===== src/rtl/router_pkg.sv =====
// router_pkg: definitions shared by all router input ports.
//   - Flit field offsets for the 40-bit flit:
//     [39:36] src, [35:32] dst, [31:24] timestamp, [23:2] data, [1:0] type.
//   - Label bit indices for the one-hot output request {W,S,E,L}.
//   - Route enum, including the N_ILLEGAL direction for the missing north port.
//   - A helper function that converts a route into its one-hot label.
package router_pkg;

  localparam int SRC_HI  = 39;
  localparam int SRC_LO  = 36;
  localparam int DST_HI  = 35;
  localparam int DST_LO  = 32;
  localparam int TS_HI   = 31;
  localparam int TS_LO   = 24;
  localparam int DATA_HI = 23;
  localparam int DATA_LO = 2;
  localparam int TYPE_HI = 1;
  localparam int TYPE_LO = 0;

  localparam int LBL_L   = 0;
  localparam int LBL_E   = 1;
  localparam int LBL_S   = 2;
  localparam int LBL_W   = 3;
  localparam int LABEL_W = 4;

  typedef enum logic [2:0] {
    ROUTE_L   = 3'd0,
    ROUTE_E   = 3'd1,
    ROUTE_S   = 3'd2,
    ROUTE_W   = 3'd3,
    N_ILLEGAL = 3'd4
  } route_e;

  // N_ILLEGAL maps to an all-zero label: it never reaches the allocator.
  function automatic logic [LABEL_W-1:0] route_to_label(input route_e r);
    logic [LABEL_W-1:0] lbl;
    lbl = '0;
    case (r)
      ROUTE_L: lbl[LBL_L] = 1'b1;
      ROUTE_E: lbl[LBL_E] = 1'b1;
      ROUTE_S: lbl[LBL_S] = 1'b1;
      ROUTE_W: lbl[LBL_W] = 1'b1;
      default: lbl = '0;
    endcase
    return lbl;
  endfunction

endpackage


===== src/rtl/input_unit_if.sv =====
// input_unit_if: the bus between the upstream link, an input_unit, and the
// switch allocator.
//   Upstream side : data_in, valid_in (into the unit), full (out of the unit).
//   Allocator side: data_out, label, ready (into the unit), count, route_err,
//                   drop_cnt.
//
// Handshake rules:
//   - Upstream: a flit moves when valid_in is high in a cycle where full is
//     low. Upstream must hold valid_in low while full is high. If it does
//     not, the flit is ignored.
//   - Allocator: data_out and label describe the head flit whenever label is
//     non-zero. ready is a one-cycle grant that pops the head flit. ready
//     while the unit is empty has no effect.
//
// Modports: master = the driving environment, slave = the input_unit.
interface input_unit_if #(
  parameter int DATASIZE = 40,
  parameter int WIDTH    = 3
);
  logic [DATASIZE-1:0] data_in;
  logic                valid_in;
  logic                full;
  logic [3:0]          label;
  logic [DATASIZE-1:0] data_out;
  logic                ready;
  logic [WIDTH:0]      count;
  logic                route_err;
  logic [7:0]          drop_cnt;

  modport master (
    output data_in, valid_in, ready,
    input  full, label, data_out, count, route_err, drop_cnt
  );

  modport slave (
    input  data_in, valid_in, ready,
    output full, label, data_out, count, route_err, drop_cnt
  );
endinterface


===== src/rtl/xy_route.sv =====
// xy_route: combinational dimension-ordered (X first, then Y) routing.
// Every input_unit instance of a node uses this module.
//   dst      : destination {y[1:0], x[1:0]} taken from the flit.
//   local_x  : this node's x coordinate.
//   local_y  : this node's y coordinate.
//   label    : one-hot output request {W,S,E,L}. It is zero for north.
//   is_north : the flit would need to leave through the north port, which
//              this node does not have.
module xy_route
  import router_pkg::*;
(
  input  logic [3:0] dst,
  input  logic [1:0] local_x,
  input  logic [1:0] local_y,
  output logic [3:0] label,
  output logic       is_north
);

  logic [1:0] dst_x;
  logic [1:0] dst_y;
  route_e     route;

  assign dst_x = dst[1:0];
  assign dst_y = dst[3:2];

  always_comb begin
    route = ROUTE_L;
    if (dst_x > local_x)      route = ROUTE_E;
    else if (dst_x < local_x) route = ROUTE_W;
    else if (dst_y > local_y) route = ROUTE_S;
    else if (dst_y < local_y) route = N_ILLEGAL;
    else                      route = ROUTE_L;
  end

  assign label    = route_to_label(route);
  assign is_north = (route == N_ILLEGAL);

endmodule


===== src/rtl/input_unit.sv =====
// input_unit: router input-port stage feeding the switch allocator.
// The unit routes each flit when it is written, then holds the flit together
// with its one-hot label in a DEPTH-entry FIFO. The head entry is presented
// to the allocator, and the unit pops it when ready is asserted.
// Ports:
//   clk, rst : clock and asynchronous active-high reset.
//   bus      : input_unit_if.slave. It carries data_in, valid_in, full,
//              data_out, label, ready, count, route_err and drop_cnt.
// A flit that would route north is never stored. Instead it raises
// route_err for one cycle and bumps the saturating drop_cnt.
module input_unit
  import router_pkg::*;
#(
  parameter int         DEPTH    = 8,
  parameter int         WIDTH    = 3,
  parameter int         DATASIZE = 40,
  parameter logic [1:0] LOCAL_X  = 2'd1,
  parameter logic [1:0] LOCAL_Y  = 2'd0
)(
  input  logic         clk,
  input  logic         rst,
  input_unit_if.slave  bus
);

  localparam int             SW      = DATASIZE + LABEL_W;
  localparam logic [WIDTH:0] DEPTH_C = (WIDTH+1)'(DEPTH);

  logic [SW-1:0]    mem_q [DEPTH];
  logic [SW-1:0]    mem_d [DEPTH];
  logic [WIDTH-1:0] wr_ptr_q, wr_ptr_d;
  logic [WIDTH-1:0] rd_ptr_q, rd_ptr_d;
  logic [WIDTH:0]   count_q, count_d;
  logic             route_err_q, route_err_d;
  logic [7:0]       drop_cnt_q, drop_cnt_d;

  logic [3:0]       in_label;
  logic             in_north;
  logic             full_w;
  logic             push;
  logic             pop;
  logic             drop;
  logic [SW-1:0]    head;

  xy_route u_route (
    .dst      (bus.data_in[DST_HI:DST_LO]),
    .local_x  (LOCAL_X),
    .local_y  (LOCAL_Y),
    .label    (in_label),
    .is_north (in_north)
  );

  // full comes from the registered count. A pop therefore frees a slot only
  // from the following cycle, and a push in the same cycle as that pop is
  // still rejected.
  assign full_w = (count_q == DEPTH_C);
  assign push   = bus.valid_in & ~full_w & ~in_north;
  assign drop   = bus.valid_in & ~full_w &  in_north;
  assign pop    = bus.ready & (count_q != '0);

  always_comb begin
    mem_d       = mem_q;
    wr_ptr_d    = wr_ptr_q;
    rd_ptr_d    = rd_ptr_q;
    count_d     = count_q;
    route_err_d = drop;
    drop_cnt_d  = drop_cnt_q;

    if (push) begin
      mem_d[wr_ptr_q] = {in_label, bus.data_in};
      wr_ptr_d        = wr_ptr_q + 1'b1;
    end
    if (pop) begin
      rd_ptr_d = rd_ptr_q + 1'b1;
    end
    case ({push, pop})
      2'b10:   count_d = count_q + 1'b1;
      2'b01:   count_d = count_q - 1'b1;
      default: count_d = count_q;
    endcase
    if (drop && (drop_cnt_q != 8'hFF)) begin
      drop_cnt_d = drop_cnt_q + 1'b1;
    end
  end

  always_ff @(posedge clk or posedge rst) begin
    if (rst) begin
      mem_q       <= '{default: '0};
      wr_ptr_q    <= '0;
      rd_ptr_q    <= '0;
      count_q     <= '0;
      route_err_q <= 1'b0;
      drop_cnt_q  <= '0;
    end else begin
      mem_q       <= mem_d;
      wr_ptr_q    <= wr_ptr_d;
      rd_ptr_q    <= rd_ptr_d;
      count_q     <= count_d;
      route_err_q <= route_err_d;
      drop_cnt_q  <= drop_cnt_d;
    end
  end

  // The label is masked while empty. This stops the allocator from acting on
  // a stale slot. data_out is not masked and simply shows whatever the read
  // pointer addresses.
  assign head          = mem_q[rd_ptr_q];
  assign bus.data_out  = head[DATASIZE-1:0];
  assign bus.label     = (count_q == '0) ? 4'b0000 : head[SW-1:DATASIZE];
  assign bus.full      = full_w;
  assign bus.count     = count_q;
  assign bus.route_err = route_err_q;
  assign bus.drop_cnt  = drop_cnt_q;

endmodule


===== src/flat_wrapper.sv =====
// flat-port wrapper written by rule: the top's interface ports become plain ports
module input_unit_flat import router_pkg::*;
#(
  parameter int         DEPTH    = 8,
  parameter int         WIDTH    = 3,
  parameter int         DATASIZE = 40,
  parameter logic [1:0] LOCAL_X  = 2'd1,
  parameter logic [1:0] LOCAL_Y  = 2'd0
)
  (clk, rst, bus_data_in, bus_valid_in, bus_ready, bus_full, bus_label, bus_data_out, bus_count, bus_route_err, bus_drop_cnt);
  input_unit_if #(.DATASIZE(DATASIZE), .WIDTH(WIDTH)) bus_i ();
  input  logic clk;
  input  logic rst;
  input wire logic [$bits(bus_i.data_in)-1:0] bus_data_in;
  input wire logic [$bits(bus_i.valid_in)-1:0] bus_valid_in;
  input wire logic [$bits(bus_i.ready)-1:0] bus_ready;
  output wire logic [$bits(bus_i.full)-1:0] bus_full;
  output wire logic [$bits(bus_i.label)-1:0] bus_label;
  output wire logic [$bits(bus_i.data_out)-1:0] bus_data_out;
  output wire logic [$bits(bus_i.count)-1:0] bus_count;
  output wire logic [$bits(bus_i.route_err)-1:0] bus_route_err;
  output wire logic [$bits(bus_i.drop_cnt)-1:0] bus_drop_cnt;
  assign bus_i.data_in = bus_data_in;
  assign bus_i.valid_in = bus_valid_in;
  assign bus_i.ready = bus_ready;
  assign bus_full = bus_i.full;
  assign bus_label = bus_i.label;
  assign bus_data_out = bus_i.data_out;
  assign bus_count = bus_i.count;
  assign bus_route_err = bus_i.route_err;
  assign bus_drop_cnt = bus_i.drop_cnt;
  input_unit #(.DEPTH(DEPTH), .WIDTH(WIDTH), .DATASIZE(DATASIZE), .LOCAL_X(LOCAL_X), .LOCAL_Y(LOCAL_Y)) u_core (.clk(clk), .rst(rst), .bus(bus_i));
endmodule

===== config.mk =====
export PLATFORM = sky130hd
export DESIGN_NAME = input_unit_flat
export DESIGN_NICKNAME = d
export VERILOG_FILES = /design/src/rtl/router_pkg.sv /design/src/rtl/input_unit_if.sv /design/src/rtl/xy_route.sv /design/src/rtl/input_unit.sv /design/src/flat_wrapper.sv
export SDC_FILE = /design/constraint.sdc
export NUM_CORES = 1
export LEC_CHECK = 0
export ABC_CLOCK_PERIOD_IN_PS = 24500
export CAP_MARGIN = 20
export CORE_MARGIN = 2
export CORE_UTILIZATION = 45
export DETAILED_ROUTE_END_ITERATION = 7
export PLACE_DENSITY = 0.61
export SYNTH_ARGS = -nofsm -noshare
export SYNTH_HDL_FRONTEND = slang
export SYNTH_SLANG_ARGS = --single-unit

===== constraint.sdc =====
create_clock -name clk -period 24.5 [get_ports clk]
set_input_delay 4.9 -clock clk [delete_from_list [all_inputs] [get_ports clk]]
set_output_delay 4.9 -clock clk [all_outputs]
set_load 0.01 [all_outputs]

## Yosys cells after proc, flatten, opt, wreduce, memory -nomap -nowiden

Cells that the tools add are included.
Widths: inputs -> output; s select.

- Magnitude comparators: 7
- Muxes and demuxes: 16
- Equal/unequal tests: 8
- Bitwise logic cells: 8
- Reductions and logical operators: 6
- $add $sub $neg: 5

Operators with widths:

| kind | count |
|---|---|
| $bwmux 352 | 1 |
| $bmux 44 s3 | 1 |
| $demux 44 s3 | 1 |
| $mux 44 | 3 |
| $mux 3 | 4 |
| $add 8x1->8 const B | 1 |
| $ge 4x4->1 const B | 2 |
| $ne 8x8->1 const B | 1 |
| $not 3->4 | 2 |
| $pmux 4 s2 | 1 |
| $add 3x1->3 const B | 2 |
| $eq 3x2->1 const B | 2 |
| $add 4x1->4 const B | 1 |
| $and 1x1->1 | 4 |
| $eq 4x4->1 const B | 1 |
| $gt 2x1->1 const B | 2 |
| $logic_not 4->1 | 1 |
| $lt 2x1->1 const B | 2 |
| $lt 4x1->1 const B | 1 |
| $mux 1 | 4 |
| $mux 4 | 1 |
| $reduce_bool 4->1 | 1 |
| $sub 4x1->4 const B | 1 |
| $eq 3x1->1 const B | 1 |
| other kinds (7) | 9 |

- Flip-flop bits (word level): 371
- Output and inout port bits: 58
- Input port bits: 44
- Word-level logic and storage cells: 63

## Longest topological paths before layout

- Word-level depth: 10
- Mapped depth: 10

## By module

A second synthesis with hierarchy kept.

- Cell total of the unflattened synthesis: 1023
- Area total of the unflattened synthesis: 16955.0 um^2

Modules (own cells, without submodules):

| module | cells an instance | times used | area each (um^2) |
|---|---|---|---|
| input_unit | 1003 | 1 | 16797.4 |
| xy_route | 20 | 1 | 157.7 |

## Least setup slack after synthesis

No wires, ideal clock.

- Kind: register to output
- Start: register u_core.rd_ptr_q[0]
- End: output port bus_data_out[29]
- Required time: 19.600 ns
- Data arrival time: 1.975 ns
- Buffers on the path: 3
- Slack: 17.625 ns
- Cell stages (with the launch flop): 6
- Cell sequence: dfrtp_1 > clkbuf_1 > buf_2 > buf_2 > mux4_2 > mux2_2

- Cells in the longest elaborated chain, start to end: 4

RTL lines:

| element | line | RTL |
|---|---|---|
| start, declared | input_unit.sv:31 | `logic [WIDTH-1:0] rd_ptr_q, rd_ptr_d;` |
| start signal, assigned | input_unit.sv:96 | `rd_ptr_q <= rd_ptr_d;` |
| $not 3->4 (not written as such) | input_unit.sv:106 | `assign head = mem_q[rd_ptr_q];` |
| $bmux 44 s3 | input_unit.sv:106 |  |
| $mux 44 (not written as such) (2 in a row) | input_unit.sv:106 |  |
| end, declared | flat_wrapper.sv:19 | `output wire logic [$bits(bus_i.data_out)-1:0] bus_data_out;` |

No other way between the ends. The select of a mux whose other input is x is not followed.

## Final worst setup path

- Start: register u_core.rd_ptr_q[1]
- End: output port bus_data_out[30]

Same word-level chain as after synthesis.

==> run summary <==
status: finished, final reports clean
Via density: 5.53
Post-CTS Setup Repair Bufs: 0
TritonCTS clock tree: built
Setup crit start kind: flip-flop
Worst Setup SP: u_core.rd_ptr_q[1]
RSZ-0062 raised after global routing: no
CP max FO: 56
min-delay worst type: reg -> reg
fin nets: 1,129
ys flop type: dfrtp_1
Reg2Reg Depth: 4
worst skew pair latency: 520 ps
initial core utilization: 45.5%
Avg Cell Area, Syn: 16.4 um^2
synth warn: 0
top cells by area, synth: dfrtp_1 (55%), mux2_2 (22%), mux4_2 (12%), mux2_4 (4.4%), buf_4 (1.0%)
Crit. End Element: output pin
CORE AREA: 36,300 um^2
Register Area: 9070 um^2
Synth top area share: 54.8%
max-slew violations: 0
post-route ant nets: 0
gr ovfl total: 0
total die area: 38,300 um^2
H-tree depth: 2
first-pass GRT wire length: 55,400 um
footprint of the multi-input gates: 7080 um^2
Period Utilization, post-route: 33.8%
CP arrival: 3380 ps
commonest cells in the netlist: dfrtp_1 (362), mux2_2 (323), mux4_2 (88)
hpwl dp: 18,200 um
Rel. slew slack: 30.7%
cell taking the most area after synthesis: dfrtp_1
R2R Path End: u_core.mem_q[97]
Lkg Pwr: 0.00816 uW
number of global-route vias before repair: 9,504
Hold Slack: 475 ps
Final Wtd Congestion: 0.684
I/O Buffers: 92
Total Routed Length: 34,300 um
vias: 8,720
kind of critical path: reg -> out
layout cells sized above 1: 48.9%
f_max: 121 MHz
DRT Pass-1 Iters: 4
antenna cell count: 0
Layout area overhead: 15.1%
# setup viols final: 0
TritonCTS Sinks: 362
DRT iter0 DRCs: 418
R2R Path Start: u_core.bus.count[1]
Post-route DRC: 0
initial antenna violation count: 1
FILL cells: 3,009
Root Driver: clkbuf_16
P per Cell Area: 149 nW/um^2
clock-pin slew on the worst setup and hold paths: 60 ps
Post-Synthesis Cells: 1,005
die width: 196 um
required time worst endpoint: 19,600 ps
Setup crit end: bus_data_out[30]
GRT Overall Usage: 18.7%
Die Ht: 196 um
Worst Tran Pin Value: 1040 ps
clock skew: 8.54 ps
Setup TNS: 0 ps
CTS Buffer Depth: 3
most used routing layer: met2
TritonCTS Buffers: 40
post-synthesis cell type count: 33
post-synthesis async set-or-reset flop share: 100%
Rows: 70
drt wl/cell: 21.7 um
met1 usage: 27.3%
Post-Syn Area: 16,500 um^2
reg2reg setup slack: 21,600 ps
share of synthesized area occupied by flip-flops and latches: 54.8%
Max VDD drop: 0.0677 mV
minimum clock period: 8280 ps
FF+latch count, synth: 362
largest net degree at the start of global routing: 104
Fin. Hold Viols: 0
met2 global-route usage: 29.9%
GRT met3 Usage: 2.97%
Post-synth EDFFs: 0
cts hold-fix bufs: 0
cell with the most instances after synthesis: dfrtp_1
IO Pins: 102
PostCTS Resize Cnt: 0
Max-Cap Viols: 0
==> cell type report <==
cell class | count | area share [%]
clock buffers | 63 | 6.30
clock inverters | 7 | 0.335
inverters | 1 | 0.0592
multi-input cells | 570 | 37.2
flip-flops and latches | 362 | 47.6
well taps | 468 | 3.08
repair buffers | 105 | 5.35
==> worst max-delay path, stage by stage, from the launching register on <==
cell and delay, ps:
dfrtp_4 810, buf_4 810, mux4_2 410, mux2_2 270
clkdlybuf4s50_1 540
==> report_power, final <==
| part | internal, uW | total (uW) | leakage [uW] | switching, uW |
|---|---|---|---|---|
| registers | 898 | 1080 | 0.00438 | 180 |
| logic | 759 | 1170 | 0.00316 | 414 |
| clock network | 345 | 579 | 0.000624 | 234 |
| total | 2000 | 2830 | 0.00816 | 828 |
==> kinds of logic (layout without fill, tap and decap cells) <==
kind of cell	Yosys count	in the layout	share of synthesized area (%)
mux	463	463	38.6
flops	362	362	54.8
buf+inv	81	176	2.97
simple gates	55	55	1.84
compound gates	29	29	0.908
xor+xnor	9	9	0.477
fa+ha+maj	5	5	0.378
other cells	1	9	0.0227
==> stage by stage <==
step	cell area, um^2	cells	worst slack [ps]	total power, uW	utilization (%)
after floorplan	16600	1013	9550	1890	-
after global placement	17800	1506	16470	2260	48.9
after detailed placement	17800	1506	16450	2280	48.9
after CTS	19000	1576	16120	2870	52.4
after global routing	19000	1576	15990	3000	52.4
final	19000	1576	16220	2830	52.4
==> flip-flops by register name, summed over array words and instances (netlist names) <==
register and count:
u_core.mem_q 352, u_core.wr_ptr_q 3, u_core.rd_ptr_q 3, u_core.bus.count 4
==> layout by cell type (no fill, tap or decap), drive strengths merged, types with 2 or more instances in the layout <==
master,instances
mux4,88
xnor2,4
clkdlybuf4s50,92
a21oi,2
conb,9
nor2b,5
or4b,3
clkinv,5
nand2,27
inv,2
xor2,5
o21ai,25
nand4bb,4
clkbuf,63
dfrtp,362
buf,13
nand2b,3
mux2,371
mux2i,4
nor2,7
ha,5
==> metal layers <==
layer	routed length, um	part of all wire [%]
met1	16200	47
met2	16300	48
met4	522	1.5
met3	1180	3.4
met5	11	0.032
==> how the worst min path moves through the flow <==
stage | from | to | cells after the start
floorplan | u_core.mem_q[260] | u_core.mem_q[260] | 2
global placement | u_core.mem_q[42] | u_core.mem_q[42] | 2
detailed placement | u_core.mem_q[262] | u_core.mem_q[262] | 2
CTS | u_core.mem_q[262] | u_core.mem_q[262] | 2
global route | u_core.mem_q[87] | u_core.mem_q[87] | 2
finish | u_core.mem_q[262] | u_core.mem_q[262] | 2
(Power assumes the default switching activity.)
